### config.mk
export PLATFORM = sky130hd
export DESIGN_NAME = rca_mp_sequencer
export DESIGN_NICKNAME = d
export VERILOG_FILES = /design/src/rtl/rca_pkg.sv /design/src/rtl/rca_mp_sequencer_rca.sv /design/src/rtl/rca_mp_sequencer.sv
export SDC_FILE = /design/constraint.sdc
export NUM_CORES = 1
export LEC_CHECK = 0
export CORE_MARGIN = 5
export CORE_UTILIZATION = 40
export CTS_CLUSTER_SIZE = 12
export DETAILED_ROUTE_END_ITERATION = 6
export GPL_ROUTABILITY_DRIVEN = 0
export PLACE_DENSITY = 0.66
export SETUP_SLACK_MARGIN = 0.3
export SYNTH_ARGS = -nofsm -noshare
export SYNTH_HDL_FRONTEND = slang
export SYNTH_SLANG_ARGS = --single-unit
### constraint.sdc
create_clock -name clk -period 8.35 [get_ports clk]
set_input_delay 0.835 -clock clk [delete_from_list [all_inputs] [get_ports clk]]
set_output_delay 0.835 -clock clk [all_outputs]
set_load 0.005 [all_outputs]
### src/rtl/rca_pkg.sv
// Shared types for the multi-precision add/sub sequencer: FSM states and op encoding.
package rca_pkg;
    typedef enum logic [1:0] {IDLE, RUN, DONE} state_e;
    localparam logic OP_ADD = 1'b0;
    localparam logic OP_SUB = 1'b1;
endpackage

### src/rtl/rca_mp_sequencer_rca.sv
// N-bit ripple-carry adder; also exposes the carry into the MSB for overflow detection.
module rca_mp_sequencer_rca #(
    parameter int N = 8
) (
    input  logic [N-1:0] a_i,
    input  logic [N-1:0] b_i,
    input  logic         cin_i,
    output logic [N-1:0] sum_o,
    output logic         cout_o,
    output logic         cmsb_o
);
    logic [N:0] c;

    assign c[0] = cin_i;
    for (genvar i = 0; i < N; i++) begin : g_fa
        assign sum_o[i] = a_i[i] ^ b_i[i] ^ c[i];
        assign c[i+1]   = (a_i[i] & b_i[i]) | (c[i] & (a_i[i] ^ b_i[i]));
    end
    assign cout_o = c[N];
    assign cmsb_o = c[N-1];
endmodule

### src/rtl/rca_mp_sequencer.sv
// Multi-precision add/sub: steps one N-bit RCA over WORDS words, LSW first, carry chained
// through a register; result presented on a valid/ready handshake.
module rca_mp_sequencer
    import rca_pkg::*;
#(
    parameter int N     = 8,
    parameter int WORDS = 4
) (
    input  logic               clk,
    input  logic               rst,
    input  logic               in_valid,
    output logic               in_ready,
    input  logic               in_op,
    input  logic [N*WORDS-1:0] in_a,
    input  logic [N*WORDS-1:0] in_b,
    output logic               out_valid,
    input  logic               out_ready,
    output logic [N*WORDS-1:0] out_sum,
    output logic               out_carry,
    output logic               out_ovf,
    output logic               busy
);
    localparam int IDXW = (WORDS > 1) ? $clog2(WORDS) : 1;
    localparam logic [IDXW-1:0] LAST = IDXW'(WORDS - 1);

    state_e             state_q;
    logic [IDXW-1:0]    idx_q;
    logic               carry_q;
    logic [N*WORDS-1:0] a_q, b_q, sum_q;
    logic               out_carry_q, ovf_q, in_ready_q, out_valid_q, busy_q;

    logic [N-1:0] a_w, b_w, s_w;
    logic         cout_w, cmsb_w;

    assign a_w = a_q[idx_q*N +: N];
    assign b_w = b_q[idx_q*N +: N];

    rca_mp_sequencer_rca #(.N(N)) u_rca (
        .a_i    (a_w),
        .b_i    (b_w),
        .cin_i  (carry_q),
        .sum_o  (s_w),
        .cout_o (cout_w),
        .cmsb_o (cmsb_w)
    );

    always_ff @(posedge clk) begin
        if (rst) begin
            state_q     <= IDLE;
            idx_q       <= '0;
            carry_q     <= 1'b0;
            a_q         <= '0;
            b_q         <= '0;
            sum_q       <= '0;
            out_carry_q <= 1'b0;
            ovf_q       <= 1'b0;
            in_ready_q  <= 1'b1;
            out_valid_q <= 1'b0;
            busy_q      <= 1'b0;
        end else begin
            case (state_q)
                IDLE: begin
                    if (in_valid && in_ready_q) begin
                        // Subtract is a + ~b + 1: invert B here, seed the carry with the op bit.
                        a_q        <= in_a;
                        b_q        <= (in_op == OP_SUB) ? ~in_b : in_b;
                        carry_q    <= in_op;
                        idx_q      <= '0;
                        in_ready_q <= 1'b0;
                        busy_q     <= 1'b1;
                        state_q    <= RUN;
                    end
                end
                RUN: begin
                    sum_q[idx_q*N +: N] <= s_w;
                    carry_q             <= cout_w;
                    if (idx_q == LAST) begin
                        out_carry_q <= cout_w;
                        ovf_q       <= cmsb_w ^ cout_w;
                        busy_q      <= 1'b0;
                        out_valid_q <= 1'b1;
                        state_q     <= DONE;
                    end else begin
                        idx_q <= idx_q + 1'b1;
                    end
                end
                DONE: begin
                    if (out_ready) begin
                        out_valid_q <= 1'b0;
                        in_ready_q  <= 1'b1;
                        state_q     <= IDLE;
                    end
                end
                default: state_q <= IDLE;
            endcase
        end
    end

    assign in_ready  = in_ready_q;
    assign out_valid = out_valid_q;
    assign out_sum   = sum_q;
    assign out_carry = out_carry_q;
    assign out_ovf   = ovf_q;
    assign busy      = busy_q;
endmodule

==> summary.md, run 1 <==
| Metric | Value |
|---|---|
| Final WL | `11.1 mm` |
| Setup crit start kind | `register` |
| Final Util | `52.6%` |
| Layout cells sized above 1 | `10.5%` |
| Via/cell ratio | `5.15` |
| RSZ-0062 raised after global routing | `no` |
| Syn avg cell area | `10.2 um2` |
| F_max | `216 MHz` |
| Reg2reg path depth | `15` |
| Final setup fails | `0` |
| Clock-pin transition on the worst setup and hold timing paths | `0.07 ns` |
| Iter 0 DRT Violations | `188` |
| Tmin final | `4.62 ns` |
| Antenna cell count | `0` |
| Synth Area in Simple Gates | `13.2%` |
| Synthesized area | `0.00476 mm2` |
| CP Capture Type | `register` |
| Syn Nets | `548` |
| Worst slew pin tran | `0.996 ns` |
| FF-to-FF setup slack | `3.73 ns` |
| RR Startpoint | `idx_q[0]$_SDFFE_PP0P_` |
| WP data required | `8.58 ns` |
| Cts repair resizes | `0` |
| PwrDens | `194 mW/mm2` |
| I/O pin total | `106` |
| Root Buffer | `clkbuf_16` |
| First-pass DRT Iterations | `4` |
| Max-slew headroom | `33.6%` |
| PnR Total Power | `1180 uW` |
| Full die area | `0.0142 mm2` |
| Final hold violation count | `0` |
| Cts bufs inserted | `9` |
| Initial Util | `41.2%` |
| Maximum capacitance violations | `0` |
| Via count | `3591` |
| Compound-Gate Fraction of Synth Area | `17.6%` |
| DPL Wire Length | `8.25 mm` |
| Synth cell types | `34` |
| FILL cells | `1065` |
| Arr. time, crit path | `4.85 ns` |
| Sequential share of the synthesized area | `44.6%` |
| Final Skew | `0.00843 ns` |
| Die X | `119 um` |
| DIE HEIGHT | `119 um` |
| Status | `finished, final reports clean` |
| Final #Nets | `632` |
| Max rail drop VDD | `0.000104 V` |
| Non-Filler Instances | `697` |
| First-pass GRT wire length | `18.5 mm` |
| Commonest non-fill, non-tap cells in the layout | `dfxtp_1, clkdlybuf4s50_1, nand2_1, nor2_1, a21oi_1` |
| Post-route setup TNS | `0 ns` |
| Wirelength per Cell | `15.9 um` |
| Main combinational cell family by area after synthesis | `compound AO/OA/AOI/OAI gates` |
| Area Overhead vs Synth | `27.9%` |
| DRC violations left | `0` |
| Reg2reg end | `out_sum[23]$_SDFFE_PP0P_` |
| Critical setup path kind | `register to register` |
| Worst-path maximum fanout | `13` |
| Critical path capture point | `out_sum[23]$_SDFFE_PP0P_` |
| Largest net degree at the start of global routing | `99` |
| Clock buffer depth | `2` |
| Clock sink count | `106` |
| Initial antenna violation count | `0` |
| Mux cell area share after synthesis | `7.78%` |
| YS warnings | `0` |
| FP Rows | `39` |
| Synth top area share | `44.6%` |
| Yosys top cell by area | `dfxtp_1` |
| Synth Area in Adders | `4.94%` |
| Seq cells post-synth | `106` |
| Gate Count Post-Synth | `465` |
| FF+latch area | `0.00212 mm2` |
| Core Box Area | `0.0116 mm2` |
| Hold buffers post-CTS | `0` |
| Worst Setup SP | `idx_q[0]$_SDFFE_PP0P_` |
| Synth Area in XOR/XNOR | `6.07%` |
| Vias in the first global route | `3757` |
| H-Tree Depth | `3` |
| Total grt overflow | `0` |
| Post-route antenna net violation count | `0` |
| Max Slew Vio Count | `0` |
| Min-Delay Path Class | `register to register` |
| Tot GR Track Use | `16.0%` |
| Worst-Skew Late Latency | `0.34 ns` |
| CTS tree | `built` |
| Number of buffers added on ports | `105` |
| Setup bufs post-CTS | `0` |
| Placed Cells | `681` |
| Leakage | `0.00213 uW` |
| Multi-input gate area | `0.00236 mm2` |
| Period utilization | `55.4%` |
| Top post-synthesis cells by area | `dfxtp_1, mux4_2, xnor2_1` |
| Commonest non-fill, non-tap cell in the layout | `dfxtp_1` |
## cell families (layout without fill, tap and decap cells)
kind of cell	Yosys count	count (layout)
buf+inv	50	139
flops	106	106
fa+ha+maj	14	14
xor+xnor	33	33
simple gates	135	135
mux	17	17
compound gates	110	110
## flip-flops by register name, indices dropped and copies added (netlist names)
name	flops
carry_q	1
out_valid	1
out_ovf	1
a_q	32
in_ready	1
state_q	2
b_q	32
busy	1
out_sum	32
idx_q	2
out_carry	1
## layer usage
| layer | vias up | track usage [%] | part of all wire (%) |
|---|---|---|---|
| met3 | 16 | 3.41 | 5.5 |
| met4 | 0 | 5.65 | 1.8 |
| met1 | 1684 | 22.2 | 48 |
| met5 | - | 0 | 0 |
| met2 | 108 | 24.7 | 44 |
| li1 | 1783 | - | - |
## cells in the mapped netlist
cell type,count
buf_6,7
mux2i_1,1
o31ai_1,1
nor4bb_4,1
a211oi_1,16
nand2b_1,3
nand4b_1,1
nor3b_2,1
xnor2_1,33
nor4_2,1
nand2_1,68
inv_1,14
a22o_1,32
nand4bb_1,2
clkbuf_1,8
o21bai_1,1
nor2b_1,6
nor4_4,1
buf_1,2
or3b_2,1
and4_1,1
mux4_2,16
nor2_1,44
a211oi_2,16
a21oi_1,43
nand3_1,2
dfxtp_1,106
nand3b_1,2
buf_2,13
nor3_1,1
ha_1,6
a2bb2oi_1,1
fa_1,8
buf_4,6
## worst max-delay path, stage by stage, from the launching register on
cell     delay, ns
dfxtp_1       0.83
mux4_2        0.61
fa_1          0.45
fa_1          0.43
inv_1         0.08
fa_1          0.17
fa_1          0.19
fa_1          0.16
inv_1         0.05
fa_1          0.35
inv_1         0.07
fa_1          0.21
inv_1         0.07
fa_1          0.43
nor2b_1       0.17
a22o_1        0.26
## power by group
part           leakage, uW  internal [uW]  switching (uW)  total, uW
logic              0.00112           98.5            97.9        196
registers         0.000866            537            24.1        561
clock network     0.000141            236             187        424
total              0.00213            872             309       1180
## layout make-up
type	count	share of cell area (%)
multi-input combinational	309	38.8
timing repair buffer	109	17.6
clock inverter	6	1.21
sequential	106	34.9
inverter	14	0.863
clock buffer	10	3.76
tap	143	2.94
## stage by stage
stage / cell area (um2) / hold slack (ns) / setup WS, ns
after floorplan: 4760 / 0.433 / 3.93
after global placement: 5790 / 0.440 / 3.78
after detailed placement: 5790 / 0.450 / 3.69
after CTS: 6090 / 0.455 / 3.69
after global routing: 6090 / 0.482 / 3.29
final: 6090 / 0.455 / 3.73
## how the worst min path moves through the flow
| stage | depth (start not counted) | start | end |
|---|---|---|---|
| 2_1_floorplan | 2 | a_q[16]$_SDFFE_PP0P_ | a_q[16]$_SDFFE_PP0P_ |
| 3_3_place_gp | 2 | a_q[29]$_SDFFE_PP0P_ | a_q[29]$_SDFFE_PP0P_ |
| 3_5_place_dp | 2 | a_q[20]$_SDFFE_PP0P_ | a_q[20]$_SDFFE_PP0P_ |
| 4_1_cts | 2 | a_q[17]$_SDFFE_PP0P_ | a_q[17]$_SDFFE_PP0P_ |
| 5_1_grt | 2 | a_q[4]$_SDFFE_PP0P_ | a_q[4]$_SDFFE_PP0P_ |
| 6_report | 2 | a_q[17]$_SDFFE_PP0P_ | a_q[17]$_SDFFE_PP0P_ |
Note: power is estimated with default switching activity, not from simulation.
==> inputs of run 2 (changes only) <==
clock period = 4.8 ns   (was 8.35 ns; I/O delays follow)
==> run 2 against run 1 <==
Against the previous run: sequential power grew 73%; fmax increased by 10%; worst setup slack got worse by 3.1 ns; sequential share of layout area down 0.087 points; die area unchanged; flip-flop and latch count unchanged; critical endpoint is now out_sum[15]$_SDFFE_PP0P_; largest power group unchanged; highest routed layer unchanged.
==> summary.md, run 2 (synthesis gave the netlist of run 1 again) <==
| Metric | Value |
|---|---|
| Post-route antenna net violation count | `0 (unchanged)` |
| Gr busiest metal | `met2 (unchanged)` |
| Setup bufs post-CTS | `0 (unchanged)` |
| Layout cells sized above 1 | `11.0% (was 10.5%)` |
| P_sw | `521 uW (was 309 uW)` |
| Arr. time, crit path | `4.48 ns (was 4.85 ns)` |
| Full die area | `0.0142 mm2 (unchanged)` |
| Total grt overflow | `0 (unchanged)` |
| WP data required | `5.08 ns (was 8.58 ns)` |
| Clock-pin transition on the worst setup and hold timing paths | `0.07 ns (about the same)` |
| Largest net degree at the start of global routing | `99 (unchanged)` |
| Cts bufs inserted | `9 (unchanged)` |
| DRC violations left | `0 (unchanged)` |
| Antenna cell count | `0 (unchanged)` |
| Root Buffer | `clkbuf_16 (unchanged)` |
| Worst-path maximum fanout | `8 (was 13)` |
| Clock sink count | `106 (unchanged)` |
| Placed Cells | `684 (was 681)` |
| Gate power share | `16.9% (was 16.6%)` |
| Final setup fails | `0 (unchanged)` |
| Critical setup path kind | `register to register (unchanged)` |
| H-Tree Depth | `3 (unchanged)` |
| PwrDens | `335 mW/mm2 (was 194 mW/mm2)` |
| Tot GR Track Use | `16.0% (about the same)` |
| Number of buffers added on ports | `105 (unchanged)` |
| Clock buffer depth | `2 (unchanged)` |
| Final #Nets | `635 (was 632)` |
| RSZ-0062 raised after global routing | `no (unchanged)` |
| Iter 0 DRT Violations | `229 (was 188)` |
| Max rail drop VDD | `0.000191 V (was 0.000104 V)` |
| Met3 usage | `3.60% (was 3.41%)` |
| F_max | `238 MHz (was 216 MHz)` |
| First-pass DRT Iterations | `4 (unchanged)` |
| Setup crit start kind | `register (unchanged)` |
| Core Box Area | `0.0116 mm2 (unchanged)` |
| Initial antenna violation count | `0 (unchanged)` |
| Maximum capacitance violations | `0 (unchanged)` |
| Min-Delay Path Class | `register to register (unchanged)` |
| Met1 Use GR | `22.2% (about the same)` |
| Final WL | `11.1 mm (about the same)` |
| Sw Ratio | `25.5% (was 26.2%)` |
| Status | `finished, final reports clean (unchanged)` |
| Commonest non-fill, non-tap cells in the layout | `dfxtp_1, clkdlybuf4s50_1, nand2_1, nor2_1, a21oi_1 (unchanged)` |
| Period utilization | `87.5% (was 55.4%)` |
| Leakage | `0.00215 uW (was 0.00213 uW)` |
| Flop pwr share | `47.5% (about the same)` |
| Cell internal pwr | `1520 uW (was 872 uW)` |
| Worst Setup SP | `idx_q[0]$_SDFFE_PP0P_ (unchanged)` |
| Post-route setup TNS | `0 ns (unchanged)` |
| Worst-Skew Late Latency | `0.34 ns (about the same)` |
| Clock share of power | `35.7% (was 35.9%)` |
| Via count | `3519 (was 3591)` |
| Wirelength per Cell | `15.8 um (was 15.9 um)` |
| Final Skew | `0.00893 ns (was 0.00843 ns)` |
| M2 GR Usage | `25.5% (was 24.7%)` |
| Via/cell ratio | `5.03 (was 5.15)` |
| Die X | `119 um (unchanged)` |
| Tmin final | `4.20 ns (was 4.62 ns)` |
| FP Rows | `39 (unchanged)` |
| DPL Wire Length | `8.21 mm (was 8.25 mm)` |
| Final hold violation count | `0 (unchanged)` |
| I/O pin total | `106 (unchanged)` |
| FF-to-FF setup slack | `0.60 ns (was 3.73 ns)` |
| Worst slew pin tran | `1.01 ns (was 0.996 ns)` |
| Initial Util | `41.2% (unchanged)` |
| DIE HEIGHT | `119 um (unchanged)` |
| Commonest non-fill, non-tap cell in the layout | `dfxtp_1 (unchanged)` |
| CP Capture Type | `register (unchanged)` |
| Hold path start | `a_q[21]$_SDFFE_PP0P_ (was a_q[17]$_SDFFE_PP0P_)` |
| Max Slew Vio Count | `0 (unchanged)` |
| Vias in the first global route | `3580 (was 3757)` |
| Max-slew headroom | `33.0% (was 33.6%)` |
| Area Overhead vs Synth | `28.2% (was 27.9%)` |
| Non-Filler Instances | `700 (was 697)` |
| RR Startpoint | `idx_q[0]$_SDFFE_PP0P_ (unchanged)` |
| First-pass GRT wire length | `18.4 mm (was 18.5 mm)` |
| Final Util | `52.8% (was 52.6%)` |
| CTS tree | `built (unchanged)` |
==> run 2: final cells by class <==
class / count / area [um2]
well taps: 143 / 179
repair buffers: 112 / 1090
fillers: 1068 / 5460
flip-flops and latches: 106 / 2120
clock inverters: 4 / 51.3
inverters: 14 / 52.6
multi-input cells: 309 / 2360
clock buffers: 12 / 246
==> run 2: stage by stage <==
stage / setup slack, ns / hold WS, ns / area [um2] / power (uW)
2_1_floorplan: 0.381 / 0.433 / 4760 / 1220
3_3_place_gp: 0.498 / 0.440 / 5810 / 1330
3_5_place_dp: 0.413 / 0.443 / 5810 / 1340
4_1_cts: 0.413 / 0.452 / 6110 / 2070
5_1_grt: 0.316 / 0.478 / 6110 / 2150
6_report: 0.599 / 0.450 / 6110 / 2050
==> run 2: path summary, 6_finish.rpt <==
check / to / cells past startpoint
setup / recovery: out_sum[15]$_SDFFE_PP0P_ / 15
hold / removal: a_q[21]$_SDFFE_PP0P_ / 2
setup reg to reg: out_sum[15]$_SDFFE_PP0P_ / 15
hold reg to reg: a_q[21]$_SDFFE_PP0P_ / 2
==> run 2: layer usage <==
layer	wire [um]	share of wire, %
met2	5130	46
met4	98	0.88
met5	0	0
met1	5220	47
met3	645	5.8
==> run 2: critical path, stage by stage (launching register included) <==
cell and delay, ns:
dfxtp_2 0.47, mux4_2 0.55, fa_1 0.44, fa_1 0.42
inv_1 0.08, fa_1 0.19, fa_1 0.18, fa_1 0.16
inv_1 0.04, fa_1 0.35, inv_1 0.07, fa_1 0.20
inv_1 0.06, fa_1 0.46, nor2b_1 0.27, a22o_1 0.20
==> run 2: power by group through the flow <==
stage          combinational (uW)  sequential, uW  clock [uW]
5_1_grt                       387             978         781
3_3_place_gp                  342             988           0
4_1_cts                       350             971         745
6_report                      345             971         729
2_1_floorplan                 249             975           0
3_5_place_dp                  349             990           0
==> run 2: what timing repair did <==
| item | in CTS | in global routing |
|---|---|---|
| gates resized for setup | 0 | 1 |
| hold buffers | 0 | 0 |
| endpoints found under the setup margin | 0 | 5 |
| hold endpoints to repair | 0 | 0 |
